$ cat src/rtl/legv8_pkg.sv
// Shared LEGv8 datapath constants and the writeback-port arbiter state type.
package legv8_pkg;

    localparam int unsigned DATA_W   = 64;
    localparam int unsigned REG_W    = 5;
    localparam int unsigned ZERO_REG = 31;

    // IDLE: buffer empty, HELD: buffer full, FORCE: one-cycle forced drain.
    typedef enum logic [1:0] {
        IDLE  = 2'd0,
        HELD  = 2'd1,
        FORCE = 2'd2
    } wb_state_t;

endpackage : legv8_pkg

$ cat src/rtl/wb_hold_buf.sv
// One-entry holding buffer for a long-unit result that lost the write port.
// Ports:
//   clock, reset        rising-edge clock, synchronous active-high reset
//   load                capture ld_reg/ld_data and mark the entry valid
//   clear               release the entry (load has priority; never both)
//   ld_reg, ld_data     result to capture
//   valid               entry occupied
//   buf_reg, buf_data   captured destination register and data
module wb_hold_buf #(
    parameter int unsigned DATA_W = 64,
    parameter int unsigned REG_W  = 5
) (
    input  logic              clock,
    input  logic              reset,
    input  logic              load,
    input  logic              clear,
    input  logic [REG_W-1:0]  ld_reg,
    input  logic [DATA_W-1:0] ld_data,
    output logic              valid,
    output logic [REG_W-1:0]  buf_reg,
    output logic [DATA_W-1:0] buf_data
);

    logic              valid_q, valid_d;
    logic [REG_W-1:0]  reg_q, reg_d;
    logic [DATA_W-1:0] data_q, data_d;

    // Next-entry selection.
    always_comb begin
        valid_d = valid_q;
        reg_d   = reg_q;
        data_d  = data_q;
        if (load) begin
            valid_d = 1'b1;
            reg_d   = ld_reg;
            data_d  = ld_data;
        end else if (clear) begin
            valid_d = 1'b0;
        end
    end

    // Entry storage; reset discards any held result.
    always_ff @(posedge clock) begin
        if (reset) begin
            valid_q <= 1'b0;
            reg_q   <= '0;
            data_q  <= '0;
        end else begin
            valid_q <= valid_d;
            reg_q   <= reg_d;
            data_q  <= data_d;
        end
    end

    assign valid    = valid_q;
    assign buf_reg  = reg_q;
    assign buf_data = data_q;

endmodule : wb_hold_buf

$ cat src/rtl/wb_port_arbiter.sv
// Shares the register-file write port between the MEM/WB writeback stage
// (priority) and a long-latency execution unit. A colliding long-unit result
// is parked in a one-entry buffer; after STARVE_LIMIT blocked cycles the
// pipeline is stalled for one cycle to force the drain.
// Ports:
//   clock, reset                 rising-edge clock, synchronous active-high reset
//   RegWrite, MemtoReg,
//   Read_data, Alu_result,
//   Write_reg                    MEM/WB register outputs
//   lu_valid, lu_data, lu_reg    long-unit result offer
//   lu_ready                     long-unit result accepted this cycle
//   rf_we, rf_waddr, rf_wdata    register-file write port (combinational)
//   pipe_stall                   hold IF..MEM/WB this cycle
//   buf_busy, buf_reg            holding-buffer status for hazard detection
module wb_port_arbiter #(
    parameter int unsigned DATA_W       = legv8_pkg::DATA_W,
    parameter int unsigned REG_W        = legv8_pkg::REG_W,
    parameter int unsigned ZERO_REG     = legv8_pkg::ZERO_REG,
    parameter int unsigned STARVE_LIMIT = 4
) (
    input  logic              clock,
    input  logic              reset,
    input  logic              RegWrite,
    input  logic              MemtoReg,
    input  logic [DATA_W-1:0] Read_data,
    input  logic [DATA_W-1:0] Alu_result,
    input  logic [REG_W-1:0]  Write_reg,
    input  logic              lu_valid,
    input  logic [DATA_W-1:0] lu_data,
    input  logic [REG_W-1:0]  lu_reg,
    output logic              lu_ready,
    output logic              rf_we,
    output logic [REG_W-1:0]  rf_waddr,
    output logic [DATA_W-1:0] rf_wdata,
    output logic              pipe_stall,
    output logic              buf_busy,
    output logic [REG_W-1:0]  buf_reg
);

    import legv8_pkg::*;

    localparam int unsigned CNT_W = 4;
    localparam logic [CNT_W-1:0] CNT_LAST = CNT_W'(STARVE_LIMIT - 1);
    localparam logic [REG_W-1:0] ZERO_IDX = REG_W'(ZERO_REG);

    wb_state_t         state_q, state_d;
    logic [CNT_W-1:0]  count_q, count_d;

    logic              pipe_wr;
    logic [DATA_W-1:0] pipe_data;
    logic              lu_live;
    logic              buf_load;
    logic              buf_clear;
    logic              buf_valid;
    logic [DATA_W-1:0] buf_data;

    wb_hold_buf #(
        .DATA_W (DATA_W),
        .REG_W  (REG_W)
    ) u_hold_buf (
        .clock    (clock),
        .reset    (reset),
        .load     (buf_load),
        .clear    (buf_clear),
        .ld_reg   (lu_reg),
        .ld_data  (lu_data),
        .valid    (buf_valid),
        .buf_reg  (buf_reg),
        .buf_data (buf_data)
    );

    // Writes to XZR are never real writes, so they leave the port free.
    assign pipe_wr   = RegWrite && (Write_reg != ZERO_IDX);
    assign pipe_data = MemtoReg ? Read_data : Alu_result;
    assign lu_live   = lu_valid && (lu_reg != ZERO_IDX);

    assign buf_busy   = buf_valid;
    assign lu_ready   = !buf_valid;
    assign pipe_stall = (state_q == FORCE);

    // Next state, counter, buffer control and write-port mux.
    always_comb begin
        state_d   = state_q;
        count_d   = count_q;
        buf_load  = 1'b0;
        buf_clear = 1'b0;
        rf_we     = 1'b0;
        rf_waddr  = '0;
        rf_wdata  = '0;

        unique case (state_q)
            IDLE: begin
                if (pipe_wr) begin
                    rf_we    = 1'b1;
                    rf_waddr = Write_reg;
                    rf_wdata = pipe_data;
                    if (lu_live) begin
                        buf_load = 1'b1;
                        count_d  = '0;
                        state_d  = HELD;
                    end
                end else if (lu_live) begin
                    rf_we    = 1'b1;
                    rf_waddr = lu_reg;
                    rf_wdata = lu_data;
                end
            end
            HELD: begin
                if (pipe_wr) begin
                    rf_we    = 1'b1;
                    rf_waddr = Write_reg;
                    rf_wdata = pipe_data;
                    count_d  = count_q + CNT_W'(1);
                    if (count_q == CNT_LAST) begin
                        state_d = FORCE;
                    end
                end else begin
                    rf_we     = 1'b1;
                    rf_waddr  = buf_reg;
                    rf_wdata  = buf_data;
                    buf_clear = 1'b1;
                    state_d   = IDLE;
                end
            end
            FORCE: begin
                // Pipe is stalled; its write is re-presented next cycle.
                rf_we     = 1'b1;
                rf_waddr  = buf_reg;
                rf_wdata  = buf_data;
                buf_clear = 1'b1;
                state_d   = IDLE;
            end
            default: begin
                state_d = IDLE;
            end
        endcase

        // No writes and no captures while reset is asserted.
        if (reset) begin
            rf_we     = 1'b0;
            rf_waddr  = '0;
            rf_wdata  = '0;
            buf_load  = 1'b0;
            buf_clear = 1'b0;
        end
    end

    // State and starvation counter.
    always_ff @(posedge clock) begin
        if (reset) begin
            state_q <= IDLE;
            count_q <= '0;
        end else begin
            state_q <= state_d;
            count_q <= count_d;
        end
    end

endmodule : wb_port_arbiter

$ cat config.mk
export PLATFORM = sky130hd
export DESIGN_NAME = wb_port_arbiter
export DESIGN_NICKNAME = d
export VERILOG_FILES = /design/src/rtl/legv8_pkg.sv /design/src/rtl/wb_hold_buf.sv /design/src/rtl/wb_port_arbiter.sv
export SDC_FILE = /design/constraint.sdc
export NUM_CORES = 1
export LEC_CHECK = 0
export BUFFER_PORTS_ARGS = -buffer_cell sky130_fd_sc_hd__buf_2
export CORE_MARGIN = 2
export CORE_UTILIZATION = 30
export DETAILED_ROUTE_END_ITERATION = 8
export SYNTH_ARGS = -nofsm -noshare
export SYNTH_HDL_FRONTEND = slang
export SYNTH_SLANG_ARGS = --single-unit
$ cat constraint.sdc
create_clock -name clock -period 3.2 [get_ports clock]
set_clock_uncertainty 0.1 [all_clocks]
set_input_delay 0.64 -clock clock [delete_from_list [all_inputs] [get_ports clock]]
set_output_delay 0.64 -clock clock [all_outputs]
set_load 0.05 [all_outputs]
==> results.ini <==
[status]
outcome=finished clean

[placement]
dpl.hpwl_um=11500
place_ws_ns=0.157
portBuffers=284
place.gp.congestion=0.822
dp_cells=1034

[yosys]
post_synth_instance_area_um2=4620
synthCells=597
synth-xor-area-share_pct=0.379
yosysSeqAreaShare_pct=32.9
ys_ff_latch=76
yosys.area.top_type=dfxtp_1
synth_fp_nets=809
synth_area_per_cell_um2=7.74
yosys-top-cells-area=dfxtp_1 (33%), a221o_1 (15%), mux2i_1 (14%), nand2_1 (12%), a21oi_1 (8.1%)
synth_enable_flop_cells=0
synth_top_family_by_area=compound AO/OA/AOI/OAI gates
synthMuxAreaShare_pct=14.3
synth-simple-area-share_pct=20.1
yosys-top-cells-count=nand2_1 (144), dfxtp_1 (76), a21oi_1 (75), nor2_1 (74), a221o_1 (69)
synth_compound_area_share_pct=24.8
synthMostInstantiatedCell=nand2_1
synthArstFlopShare_pct=0
yosysUniqueCellTypes=25
yosysTopAreaCellShare_pct=32.9
synth_fa_ha_area_share_pct=1.35
yosys_warnings=0
ys.flop_type=dfxtp_1

[timing]
fmax_ghz=0.324
layout_setup_ws_ns=0.110
worst_pin_slew_ns=0.420
fin_setup_tns_ns=0
min_period_over_period_pct=96.6
period_needed_ns=3.09
slew_viol_final=0
finalSetupViolCount=0
rsz0062_at_grt=no
max_slew_margin_pct=72.0
finalHoldViolCount=0

[route]
via_count=5263
routed-wl-met2_um=7860
top_layer=met4
dr.pass1.iters=6
viasPerCell=5.00
drc=0
wl_met3_um=856
drt_iter0_drc=292
wl_met1_um=6640
wl_per_cell_um=14.8
detail-route-antenna-nets=0
wl_um=15600

[setup_path]
r2r-end=count_q[2]
cp.depth=8
rrSetupSlack_ns=1.20
rr_worst_depth=7
criticalPathCategory=reg2out
worstPathCellList=inv_1 > ha_2 > o211ai_4 > nor4_4 > buf_4 > buf_8 > a221o_1 > buf_2
critPathSlowestCell=dfxtp_1
crit_family=buffers and inverters
r2r-start=state_q[0]
endpoint_kind=primary output
required_ns=2.46
cp.buffers_inverters=4
cp-endpoint=rf_wdata[25]
crit_fanout=27
crit_start=state_q[0]
crit_path_start_kind=flop
max_stage_delay_ns=0.34
arrival_ns=2.35

[final_layout]
syn_to_final_growth_pct=44.4
regArea_um2=1520
fill_cells=1637
insertedDiodeCount=0
drive_above_1_share_pct=38.1
largest_register_ffs=64
fin_nets=1071
final_cells=1052
multi_input_area_um2=2840

[hold_path]
hold_class=reg2reg

[floorplan]
rows=45
core-area_um2=15100
die_area_um2=16400
die_y_um=128
start_util_pct=30.5
ios=285
fp.dieW_um=128

[cts]
h-tree-depth=3
clk_pin_slew_ns=0.06
insertion_delay_ns=0.34
clock_sinks=76
cts_buffers=9
tritoncts=done
ctsHoldBuffers=0
clockBufferDepth=2
cts_root_buffer=clkbuf_16

[global_route]
grt_pass1_wl_um=23400
antenna_found_initial=0
grt_overflow_total=0
grt_max_degree=69
grt_use_total_pct=17.8
grt_pass1_vias=4747

[pwr]
switching_share_pct=37.3
intPower_mw=1.99
p_per_area_nw_per_um2=476
irDropWorstVdd_v=0.000213
leakage_nw=3.18
power_frac_comb_pct=35.2
clkPwrFrac_pct=32.2
power_frac_seq_pct=32.7
switchingPower_mw=1.18

[job]
drv_cap=0

==> logic make-up after synthesis <==
kind of cell | after synthesis
xor gates and xnor gates | 2
muxes | 66
buffers and inverters | 61
adders and majority gates | 5
AOI/OAI and AO/OA | 154
DFF | 76
and+or+nand+nor | 233
==> cell usage in the layout, fill, tap and decap left out, types with 2 or more instances in the layout <==
| master | netlist | final |
|---|---|---|
| buf_2 | 33 | 264 |
| nand2_1 | 144 | 144 |
| dfxtp_1 | 76 | 76 |
| a21oi_1 | 75 | 75 |
| nor2_1 | 74 | 73 |
| a221o_1 | 69 | 69 |
| mux2i_1 | 66 | 66 |
| clkbuf_4 | 0 | 19 |
| clkbuf_16 | 0 | 10 |
| buf_4 | 4 | 10 |
| inv_1 | 9 | 9 |
| buf_12 | 0 | 8 |
| nand3_1 | 5 | 5 |
| ha_1 | 5 | 4 |
| clkinvlp_4 | 0 | 4 |
| o21ai_0 | 3 | 3 |
| nor3_1 | 3 | 3 |
| o211ai_4 | 0 | 2 |
| or2_2 | 2 | 2 |
| nand2b_1 | 2 | 2 |
| xnor2_1 | 2 | 2 |
| a211oi_1 | 2 | 2 |
| clkinv_4 | 0 | 2 |
==> layer usage <==
layer / global-route usage, % / vias to the layer above
li1: - / 2644
met1: 21.5 / 2426
met2: 31.6 / 179
met3: 3.38 / 14
met4: 6.08 / 0
met5: 0 / -
==> through the flow <==
stage | hold slack (ns) | utilization, % | area (µm²) | power (mW)
global route | 0.369 | 44.1 | 6670 | 3.33
finish | 0.355 | 44.1 | 6670 | 3.18
detailed placement | 0.349 | 41.4 | 6270 | 2.16
global placement | 0.345 | 41.4 | 6270 | 2.15
floorplan | 0.337 | - | 4620 | 1.81
CTS | 0.357 | 43.4 | 6580 | 3.20
==> power by group through the flow <==
stage,clock [mW],combinational [mW],sequential (mW)
after floorplan,0,0.747,1.07
after global placement,0,1.09,1.06
after detailed placement,0,1.10,1.06
after CTS,1.06,1.10,1.04
after global routing,1.09,1.20,1.05
final,1.02,1.12,1.04
==> what timing repair did <==
item | CTS | global route
endpoints found under the setup margin | 3 | 69
cloned | 0 | 1
setup buffers | 0 | 1
gates resized for setup | 1 | 22
pin swaps | 0 | 1
==> worst min-delay path by stage <==
| stage | startpoint | to | slack (ns) | cells past startpoint |
|---|---|---|---|---|
| 3_3_place_gp | u_hold_buf.buf_data[50] | u_hold_buf.buf_data[50] | 0.34 | 2 |
| 6_report | u_hold_buf.buf_data[37] | u_hold_buf.buf_data[37] | 0.35 | 2 |
| 5_1_grt | u_hold_buf.buf_data[19] | u_hold_buf.buf_data[19] | 0.37 | 2 |
| 2_1_floorplan | u_hold_buf.buf_data[0] | u_hold_buf.buf_data[0] | 0.34 | 2 |
| 3_5_place_dp | u_hold_buf.buf_data[15] | u_hold_buf.buf_data[15] | 0.35 | 2 |
| 4_1_cts | u_hold_buf.buf_data[15] | u_hold_buf.buf_data[15] | 0.36 | 2 |
==> cell type report <==
type	count	area share, %
Clock buffer	9	3.37
Clock inverter	7	1.16
Inverter	9	0.506
Multi-Input combinational cell	460	42.6
Sequential cell	76	22.8
Tap cell	188	3.52
Timing Repair Buffer	303	26.1
==> worst reg2reg max path: stages, from the launching register on <==
cell and delay (ns):
dfxtp_1 0.39, inv_1 0.10, ha_2 0.25, o211ai_4 0.16
or2_2 0.20, buf_4 0.32, nor2_1 0.14, nor4_1 0.26
Note: power is estimated with default switching activity, not from simulation.
